$ cat src/rtl/moore_pkg.sv
// Shared encodings for the 8-state Moore FSM and its sequencer: FSM states,
// output codes, controller states and error-bit positions.
package moore_pkg;

    localparam logic [2:0] ST0 = 3'b000;
    localparam logic [2:0] ST1 = 3'b001;
    localparam logic [2:0] ST2 = 3'b010;
    localparam logic [2:0] ST3 = 3'b011;
    localparam logic [2:0] ST4 = 3'b100;
    localparam logic [2:0] ST5 = 3'b101;
    localparam logic [2:0] ST6 = 3'b110;
    localparam logic [2:0] ST7 = 3'b111;
    localparam logic [2:0] ST_LOCK = ST1;

    localparam logic [1:0] OUT0 = 2'b00;
    localparam logic [1:0] OUT1 = 2'b00;
    localparam logic [1:0] OUT2 = 2'b01;
    localparam logic [1:0] OUT3 = 2'b01;
    localparam logic [1:0] OUT4 = 2'b01;
    localparam logic [1:0] OUT5 = 2'b11;
    localparam logic [1:0] OUT6 = 2'b10;
    localparam logic [1:0] OUT7 = 2'b01;

    typedef enum logic [2:0] {
        IDLE,
        RST,
        SETTLE,
        CHECK0,
        DRIVE,
        CMP_LAST,
        DONE
    } ctrl_state_t;

    localparam int ERR_NORST = 0;
    localparam int ERR_LOCK  = 1;

    function automatic logic [1:0] out_code(input logic [2:0] st);
        logic [1:0] code;
        case (st)
            ST0:     code = OUT0;
            ST1:     code = OUT1;
            ST2:     code = OUT2;
            ST3:     code = OUT3;
            ST4:     code = OUT4;
            ST5:     code = OUT5;
            ST6:     code = OUT6;
            default: code = OUT7;
        endcase
        return code;
    endfunction

endpackage

$ cat src/rtl/moore_seq_ctrl_if.sv
// Host-side request/result bus of the Moore FSM sequencer.
interface moore_seq_ctrl_if #(
    parameter int PAT_W = 16,
    parameter int LEN_W = 5
) ();
    logic             start;
    logic [PAT_W-1:0] pattern;
    logic [LEN_W-1:0] length;
    logic [1:0]       target;
    logic             busy;
    logic             done;
    logic             hit;
    logic [LEN_W-1:0] hit_step;
    logic [2:0]       final_st;
    logic [1:0]       err;

    modport master (
        output start, pattern, length, target,
        input  busy, done, hit, hit_step, final_st, err
    );

    modport slave (
        input  start, pattern, length, target,
        output busy, done, hit, hit_step, final_st, err
    );
endinterface

$ cat src/rtl/moore_pat_shifter.sv
// Holds the captured stimulus pattern; presents the next bit to drive, its
// step index and whether it is the final step of the run.
module moore_pat_shifter #(
    parameter int PAT_W = 16,
    parameter int LEN_W = 5
) (
    input  logic             clk,
    input  logic             load,
    input  logic             advance,
    input  logic [PAT_W-1:0] pattern,
    input  logic [LEN_W-1:0] length,
    output logic             bit_cur,
    output logic [LEN_W-1:0] idx,
    output logic             last,
    output logic             empty
);
    logic [PAT_W-1:0] pat_q;
    logic [LEN_W-1:0] len_q;

    always_ff @(posedge clk) begin
        if (load) begin
            pat_q <= pattern;
            len_q <= length;
            idx   <= '0;
        end else if (advance) begin
            pat_q <= pat_q >> 1;
            idx   <= idx + LEN_W'(1);
        end
    end

    assign bit_cur = pat_q[0];
    assign last    = (idx == len_q - LEN_W'(1));
    assign empty   = (len_q == '0);
endmodule

$ cat src/rtl/moore_seq_ctrl.sv
// Sequencer that resets the Moore FSM, drives a bit-serial pattern into it and
// reports the first step whose output code matches the target.
// Optional lock abort when MOORE_LOCK_ABORT_EN is defined.
module moore_seq_ctrl
    import moore_pkg::*;
#(
    parameter int PAT_W = 16,
    parameter int LEN_W = 5
) (
    input  logic                 clk,
    input  logic                 reset,
    moore_seq_ctrl_if.slave      bus,
    input  logic [1:0]           fsm_b_out,
    input  logic [2:0]           fsm_st,
    output logic                 fsm_reset,
    output logic                 fsm_a_in
);
    ctrl_state_t      state;
    logic [1:0]       tgt_q;
    logic [LEN_W-1:0] step_p0, step_p1;
    logic             last_p0, vld_p1;
    logic             busy_q, done_q, hit_q;
    logic [LEN_W-1:0] hit_step_q;
    logic [2:0]       final_st_q;
    logic [1:0]       err_q;

    logic             bit_cur, last, empty;
    logic [LEN_W-1:0] idx;
    logic             load, advance, match_p1, lock_hit, finish;

    function automatic logic [LEN_W-1:0] clamp_len(input logic [LEN_W-1:0] len);
        return (len > LEN_W'(PAT_W)) ? LEN_W'(PAT_W) : len;
    endfunction

    moore_pat_shifter #(.PAT_W(PAT_W), .LEN_W(LEN_W)) u_shift (
        .clk     (clk),
        .load    (load),
        .advance (advance),
        .pattern (bus.pattern),
        .length  (clamp_len(bus.length)),
        .bit_cur (bit_cur),
        .idx     (idx),
        .last    (last),
        .empty   (empty)
    );

`ifdef MOORE_LOCK_ABORT_EN
    assign lock_hit = vld_p1 && (fsm_st == ST_LOCK);
`else
    assign lock_hit = 1'b0;
`endif

    assign load     = (state == IDLE) && bus.start;
    assign match_p1 = vld_p1 && !hit_q && (fsm_b_out == tgt_q);
    assign advance  = ((state == SETTLE) && (fsm_st == ST0) && !empty)
                   || ((state == DRIVE) && !last_p0 && !lock_hit);
    // A failed FSM reset still occupies the CHECK0 slot so it completes on the same cycle as an empty run.
    assign finish   = (state == CHECK0) || (state == CMP_LAST)
                   || ((state == DRIVE) && lock_hit);

    always_ff @(posedge clk) begin
        if (!reset) begin
            state      <= IDLE;
            fsm_reset  <= 1'b1;
            fsm_a_in   <= 1'b0;
            busy_q     <= 1'b0;
            done_q     <= 1'b0;
            hit_q      <= 1'b0;
            hit_step_q <= '0;
            final_st_q <= '0;
            err_q      <= '0;
            vld_p1     <= 1'b0;
            last_p0    <= 1'b0;
        end else begin
            done_q <= 1'b0;
            case (state)
                IDLE: begin
                    fsm_reset <= 1'b0;
                    if (bus.start) begin
                        tgt_q      <= bus.target;
                        hit_q      <= 1'b0;
                        hit_step_q <= '0;
                        err_q      <= '0;
                        busy_q     <= 1'b1;
                        fsm_reset  <= 1'b1;
                        state      <= RST;
                    end
                end
                RST: begin
                    fsm_reset <= 1'b0;
                    state     <= SETTLE;
                end
                SETTLE: begin
                    vld_p1 <= 1'b0;
                    if (fsm_st != ST0) begin
                        err_q[ERR_NORST] <= 1'b1;
                        state            <= CHECK0;
                    end else if (empty) begin
                        state <= CHECK0;
                    end else begin
                        fsm_a_in <= bit_cur;
                        step_p0  <= idx;
                        last_p0  <= last;
                        state    <= DRIVE;
                    end
                end
                CHECK0: begin
                    if (!err_q[ERR_NORST] && (fsm_b_out == tgt_q))
                        hit_q <= 1'b1;
                end
                // drive stage p0 feeds step k; compare stage p1 checks step k-1
                DRIVE: begin
                    if (match_p1) begin
                        hit_q      <= 1'b1;
                        hit_step_q <= step_p1;
                    end
                    step_p1 <= step_p0;
                    vld_p1  <= 1'b1;
                    if (last_p0) begin
                        fsm_a_in <= 1'b0;
                        state    <= CMP_LAST;
                    end else begin
                        fsm_a_in <= bit_cur;
                        step_p0  <= idx;
                        last_p0  <= last;
                    end
                end
                CMP_LAST: begin
                    if (match_p1) begin
                        hit_q      <= 1'b1;
                        hit_step_q <= step_p1;
                    end
                end
                DONE: begin
                    state <= IDLE;
                end
                default: state <= IDLE;
            endcase

            if (lock_hit && ((state == DRIVE) || (state == CMP_LAST)))
                err_q[ERR_LOCK] <= 1'b1;

            if (finish) begin
                state      <= DONE;
                done_q     <= 1'b1;
                busy_q     <= 1'b0;
                final_st_q <= fsm_st;
                fsm_a_in   <= 1'b0;
                vld_p1     <= 1'b0;
            end
        end
    end

    assign bus.busy     = busy_q;
    assign bus.done     = done_q;
    assign bus.hit      = hit_q;
    assign bus.hit_step = hit_step_q;
    assign bus.final_st = final_st_q;
    assign bus.err      = err_q;
endmodule

$ cat src/flat_wrapper.sv
// flat-port wrapper written by rule: the top's interface ports become plain ports
module moore_seq_ctrl_flat import moore_pkg::*;
#(
    parameter int PAT_W = 16,
    parameter int LEN_W = 5
)
  (clk, reset, fsm_b_out, fsm_st, fsm_reset, fsm_a_in, bus_start, bus_pattern, bus_length, bus_target, bus_busy, bus_done, bus_hit, bus_hit_step, bus_final_st, bus_err);
  moore_seq_ctrl_if #(.PAT_W(PAT_W), .LEN_W(LEN_W)) bus_i ();
  input  logic clk;
  input  logic reset;
  input  logic [1:0] fsm_b_out;
  input  logic [2:0] fsm_st;
  output logic fsm_reset;
  output logic fsm_a_in;
  input wire logic [$bits(bus_i.start)-1:0] bus_start;
  input wire logic [$bits(bus_i.pattern)-1:0] bus_pattern;
  input wire logic [$bits(bus_i.length)-1:0] bus_length;
  input wire logic [$bits(bus_i.target)-1:0] bus_target;
  output wire logic [$bits(bus_i.busy)-1:0] bus_busy;
  output wire logic [$bits(bus_i.done)-1:0] bus_done;
  output wire logic [$bits(bus_i.hit)-1:0] bus_hit;
  output wire logic [$bits(bus_i.hit_step)-1:0] bus_hit_step;
  output wire logic [$bits(bus_i.final_st)-1:0] bus_final_st;
  output wire logic [$bits(bus_i.err)-1:0] bus_err;
  assign bus_i.start = bus_start;
  assign bus_i.pattern = bus_pattern;
  assign bus_i.length = bus_length;
  assign bus_i.target = bus_target;
  assign bus_busy = bus_i.busy;
  assign bus_done = bus_i.done;
  assign bus_hit = bus_i.hit;
  assign bus_hit_step = bus_i.hit_step;
  assign bus_final_st = bus_i.final_st;
  assign bus_err = bus_i.err;
  moore_seq_ctrl #(.PAT_W(PAT_W), .LEN_W(LEN_W)) u_core (.clk(clk), .reset(reset), .bus(bus_i), .fsm_b_out(fsm_b_out), .fsm_st(fsm_st), .fsm_reset(fsm_reset), .fsm_a_in(fsm_a_in));
endmodule
$ cat config.mk
export PLATFORM = sky130hd
export DESIGN_NAME = moore_seq_ctrl_flat
export DESIGN_NICKNAME = d
export VERILOG_FILES = /design/src/rtl/moore_pkg.sv /design/src/rtl/moore_seq_ctrl_if.sv /design/src/rtl/moore_pat_shifter.sv /design/src/rtl/moore_seq_ctrl.sv /design/src/flat_wrapper.sv
export SDC_FILE = /design/constraint.sdc
export NUM_CORES = 1
export LEC_CHECK = 0
export ABC_AREA = 0
export CORE_AREA = 4 4 53 102
export DETAILED_ROUTE_END_ITERATION = 7
export DIE_AREA = 0 0 57 106
export GPL_TIMING_DRIVEN = 0
export PLACE_DENSITY = 0.81
export SYNTH_ARGS = -nofsm -noshare
export SYNTH_HDL_FRONTEND = slang
export SYNTH_SLANG_ARGS = --single-unit
$ cat constraint.sdc
create_clock -name clk -period 6.3 [get_ports clk]
set_input_delay 1.26 -clock clk [delete_from_list [all_inputs] [get_ports clk]]
set_output_delay 1.26 -clock clk [all_outputs]
set_load 0.005 [all_outputs]
# Word level (Yosys, flattened, before mapping)
# Index checks and enable logic that the tools add are counted.
[op_classes]
n_addsub = 2
magnitude_cmp = 1
n_eq_ne = 18
n_mux = 34
bitwise = 2
reduce_logical = 36
[op_table]
columns = ["op", "count"]
rows = [
  ["16-bit 2-to-1 mux", 2],
  ["5-bit 2-to-1 mux", 5],
  ["5-bit one-hot mux with 2 select lines", 2],
  ["3-bit AND reduction", 6],
  ["3-bit 2-to-1 mux", 5],
  ["3-bit one-hot mux with 5 select lines", 1],
  ["1-bit 2-to-1 mux", 13],
  ["2-bit inequality test (second input constant)", 6],
  ["1-bit one-hot mux with 2 select lines", 5],
  ["2-bit nonzero test", 5],
  ["1-bit logical AND", 7],
  ["3-bit by 2-bit equality test with 1-bit output (second input constant)", 2],
  ["3-bit equality test (second input constant)", 2],
  ["3-bit zero test", 2],
  ["2-bit by 1-bit inequality test with 1-bit output (second input constant)", 3],
  ["3-bit nonzero test", 2],
  ["2-bit OR reduction", 3],
  ["5-bit by 1-bit adder with 5-bit output (second input constant)", 1],
  ["5-bit equality test", 1],
  ["5-bit greater-than comparator (second input constant)", 1],
  ["5-bit zero test", 1],
  ["5-bit AND reduction", 1],
  ["5-bit by 1-bit subtractor with 5-bit output (second input constant)", 1],
  ["1-bit zero test", 4],
  ["other kinds (9)", 12],
]
[word_totals]
reg_bits = 57
output_inout_bits = 15

# Longest topological paths before layout
[logic_depth]
word_depth = 6
mapped_depth = 8

# Cells and area by module
# From an unflattened synthesis, not the netlist that was laid out.
[hier_totals]
hier_cells = 210
hier_area_um2 = 2541.2
[by_module_without_submodules]
columns = ["module", "instances", "cells_each", "area_per_inst_um2", "seq_area_each_um2"]
rows = [
  ["moore_seq_ctrl", 1, 132, 1387.6, 740.7],
  ["moore_pat_shifter", 1, 78, 1153.6, 730.7],
]

# Least setup slack after synthesis
# Ideal clock, no wire load.
[synth_path]
path_type = "input-to-reg"
startpoint = "input fsm_st[0]"
endpoint = "register u_core.u_shift.pat_q[0] (enable)"
setup_ps = 411
t_arrival_ps = 3268
setup_slack_ps = 2621
cell_stages = 3
n_path_buf = 0
path_cell_list = "or3_4 o32a_4 o21ai_0"
[synth_via]
elab_chain_cells = 5
[synth_lines]
columns = ["item", "line", "source"]
rows = [
  ["from (decl)", "flat_wrapper.sv:12", "input logic [2:0] fsm_st;"],
  ["3-bit zero test", "moore_seq_ctrl.sv:55", "assign advance = ((state == SETTLE) && (fsm_st == ST0) && !empty)"],
  ["1-bit logical AND (2 in a row)", "moore_seq_ctrl.sv:55", ""],
  ["1-bit logical OR", "moore_seq_ctrl.sv:56", "|| ((state == DRIVE) && !last_p0 && !lock_hit);"],
  ["2-bit nonzero test (no line)", "n/a", ""],
  ["to (signal assigned)", "moore_pat_shifter.sv:22", "pat_q <= pattern;"],
  ["to (signal assigned)", "moore_pat_shifter.sv:26", "pat_q <= pat_q >> 1;"],
  ["to (decl)", "moore_pat_shifter.sv:17", "logic [PAT_W-1:0] pat_q;"],
]
# Every way passes these cells.
# A chain may end at the register's enable or synchronous reset.

# Final worst setup path
[layout_path]
startpoint = "input bus_start"
endpoint = "register u_core.u_shift.pat_q[1] (enable)"
[layout_via]
elab_chain_cells = 2
[layout_lines]
columns = ["item", "line", "source"]
rows = [
  ["from (decl)", "flat_wrapper.sv:15", "input wire logic [$bits(bus_i.start)-1:0] bus_start;"],
  ["1-bit logical AND", "moore_seq_ctrl.sv:53", "assign load = (state == IDLE) && bus.start;"],
  ["2-bit nonzero test (no line)", "n/a", ""],
]
# Every way passes these cells.

==> flow_summary.toml <==
[status]
status = "finished clean"

[synthesis]
synthFlopType = "edfxtp_1"
synth.distinct_cells = 42
synth_top_area_share_pct = 40.1
synth_top_area_cell = "edfxtp_1"
synthCells = 240
ys_seq_area_share_pct = 59.6
synth.area.top_cells = "edfxtp_1 (40%), dfxtp_1 (19%), nand2_1 (7.6%)"
async_reset_ff_share_pct = 0
synth_edf_count = 33
synth_nets = 273
synth_area_per_cell_sq_um = 10.3
synth_seq_cells = 57
synth_warnings = 0
synth_area_sq_um = 2470

[timing]
worst_pin_slew_ns = 0.799
clock_skew_ns = 0.0107
rsz0062_at_grt = "no"
fin_ws_ns = 2.57
maxSlewHeadroom_pct = 46.4
max_freq_mhz = 268
post-route-period-util_pct = 59.1
min_period_ns = 3.73
setup_viol = 0
drv_slew = 0
hold_viol = 0
fin_setup_tns_ns = 0

[die]
die_w_um = 57
dieArea_sq_um = 6040
start_util_pct = 53.2
ios = 46
die-height_um = 106
core_area_sq_um = 4640
num_rows = 35

[power_and_ir_drop]
p_per_area_nw_per_um2 = 267
p_leak_nw = 1.20
peakVddDrop_uv = 195

[detailed_routing]
wl_per_cell_um = 14.8
vias = 1929
drc = 0
drt_iter0_markers = 61
routed_wl_um = 5260
firstDrtPassIters = 7
antenna_left = 0
avgViaCountPerCell = 5.42

[critical_path]
critPathMaxStageDelay_ns = 0.52
crit_type = "input pin to flop"
worst_setup_path_start_kind = "input pin"
rr_worst_depth = 7
worstPathCellList = "clkdlybuf4s50_1 > or3b_2 > nand2b_1 > clkbuf_1 > clkbuf_1 > o21ai_1 > buf_4"
required_ns = 6.33
regToRegEndpoint = "u_core.u_shift.pat_q[1]"
crit_top_cell = "clkbuf_1"
reg2reg_slack_ns = 3.59
cp_max_fo = 10
cp-startpoint = "bus_start"
worstReg2RegStart = "u_core.state[0]"
slowest_stage = "or3b_2"
arrival_ns = 3.76
endpoint_kind = "flop"

[clock_network]
cts_max_level = 3
cts.clk_slew.worst_paths_ns = 0.06
clock-sinks = 57
cts_setup_buffers = 0
cts_hold_buf = 0
numCtsBuffers = 9
cts_root_buffer = "clkbuf_8"
clk_latency_ns = 0.33
max-clock-path-buffers = 2
cts_tree = "yes"
cts_resized = 0

[min_path]
hold_start = "u_core.step_p0[3]"
whs_endpoint = "u_core.step_p1[3]"
hp-class = "flop to flop"
holdPathStages = 0

[finish]
nNetsFinal = 329
layout-drive-gt1-share_pct = 9.30
num_antenna_cells = 0
fin_area_sq_um = 3140
mostFrequentLayoutCells = "nand2_1 (50), clkdlybuf4s50_1 (44), edfxtp_1 (33), dfxtp_1 (24), nor2_1 (16)"
synthToLayoutAreaGrowth_pct = 27.2
final_common_cell = "nand2_1"

[placed_design]
gp_congestion = 0.808
placed_cell_area_sq_um = 2990
io_buffers = 44
dp_hpwl_um = 3970
dpl_worst_slack_ns = 2.21

[grt]
grt_pass1_vias = 1913
antenna_found_initial = 0
grtUsageTotal_pct = 18.3
grt_pass1_wl_um = 8430
grt-ovfl-total = 0
grt_max_degree = 15

[flow_run]
timing.max_cap.violations = 0
-- cell usage after synthesis, drive strengths merged (2+ instances only) --
cell / number
nand2: 50
edfxtp: 33
dfxtp: 24
nor2: 16
nand3: 13
a21oi: 12
clkbuf: 10
inv: 10
xnor2: 8
nor2b: 7
or2: 6
o21ai: 5
mux2i: 4
a31oi: 3
buf: 3
nand2b: 3
nand4: 3
nor3: 3
o211ai: 3
o31ai: 3
a211oi: 2
ha: 2
or4: 2
-- flip-flops by register name, indices dropped and copies added (netlist names), 2 cells and up --
signal / cells
u_core.state: 3
u_core.u_shift.pat_q: 16
u_core.step_p0: 5
u_core.tgt_q: 2
u_core.u_shift.idx: 5
u_core.bus.final_st: 3
u_core.u_shift.len_q: 5
u_core.step_p1: 5
u_core.bus.hit_step: 5
-- worst max path at each step --
stage	to	slack, ns	cells past startpoint
final	u_core.u_shift.pat_q[1]	2.57	7
after global routing	u_core.u_shift.pat_q[1]	2.43	7
after CTS	u_core.u_shift.pat_q[1]	2.57	7
after detailed placement	u_core.u_shift.pat_q[9]	2.21	7
after global placement	u_core.u_shift.pat_q[9]	1.71	4
after floorplan	u_core.u_shift.pat_q[0]	2.62	3
-- worst max-delay path, delay by kind of cell --
family | cells | cell delay, ns
and+or+nand+nor | 2 | 0.69
buffers and inverters | 4 | 1.29
AOI/OAI and AO/OA | 1 | 0.51
-- power breakdown --
part | internal [W] | switching [W] | leakage, nW
combinational | 0.0000533 | 0.0000664 | 0.603
sequential | 0.000430 | 0.0000124 | 0.508
clock | 0.000139 | 0.000137 | 0.0843
total | 0.000622 | 0.000216 | 1.20
-- stage by stage --
step           total power [W]  utilization [%]  hold WS [ns]  instances
5_1_grt               0.000876             67.7         0.424        356
2_1_floorplan         0.000519                -         0.400        240
6_report              0.000838             67.7         0.416        356
4_1_cts               0.000846             67.7         0.418        356
3_3_place_gp          0.000565             64.2         0.401        339
3_5_place_dp          0.000571             64.3         0.407        340
-- cell families after synthesis --
logic type,share of synthesized area (%)
AND/OR/NAND/NOR,20.9
AO/OA/AOI/OAI,9.78
adder cells (fa/ha/maj),1.01
other,0.152
buffers and inverters,3.75
XOR/XNOR,3.19
multiplexers,1.62
flip-flops,59.6
-- layout make-up --
type                    instances  area, sq um
flip-flops and latches         57         1470
inverters                      10         37.5
plain buffers                  13         55.1
fillers                       367         1500
clock inverters                 5         23.8
well taps                      55         68.8
repair buffers                 45          448
clock buffers                  11          131
multi-input cells             160          906
-- routing by layer --
metal / track usage, % / up-vias / share of wire [%]
met4: 10.6 / 0 / 2.5
li1: - / 948 / -
met2: 33.1 / 60 / 57
met5: 0 / - / 0
met3: 4.13 / 13 / 5.2
met1: 18.3 / 908 / 35
No activity file was read; power rests on OpenSTA's default activity.
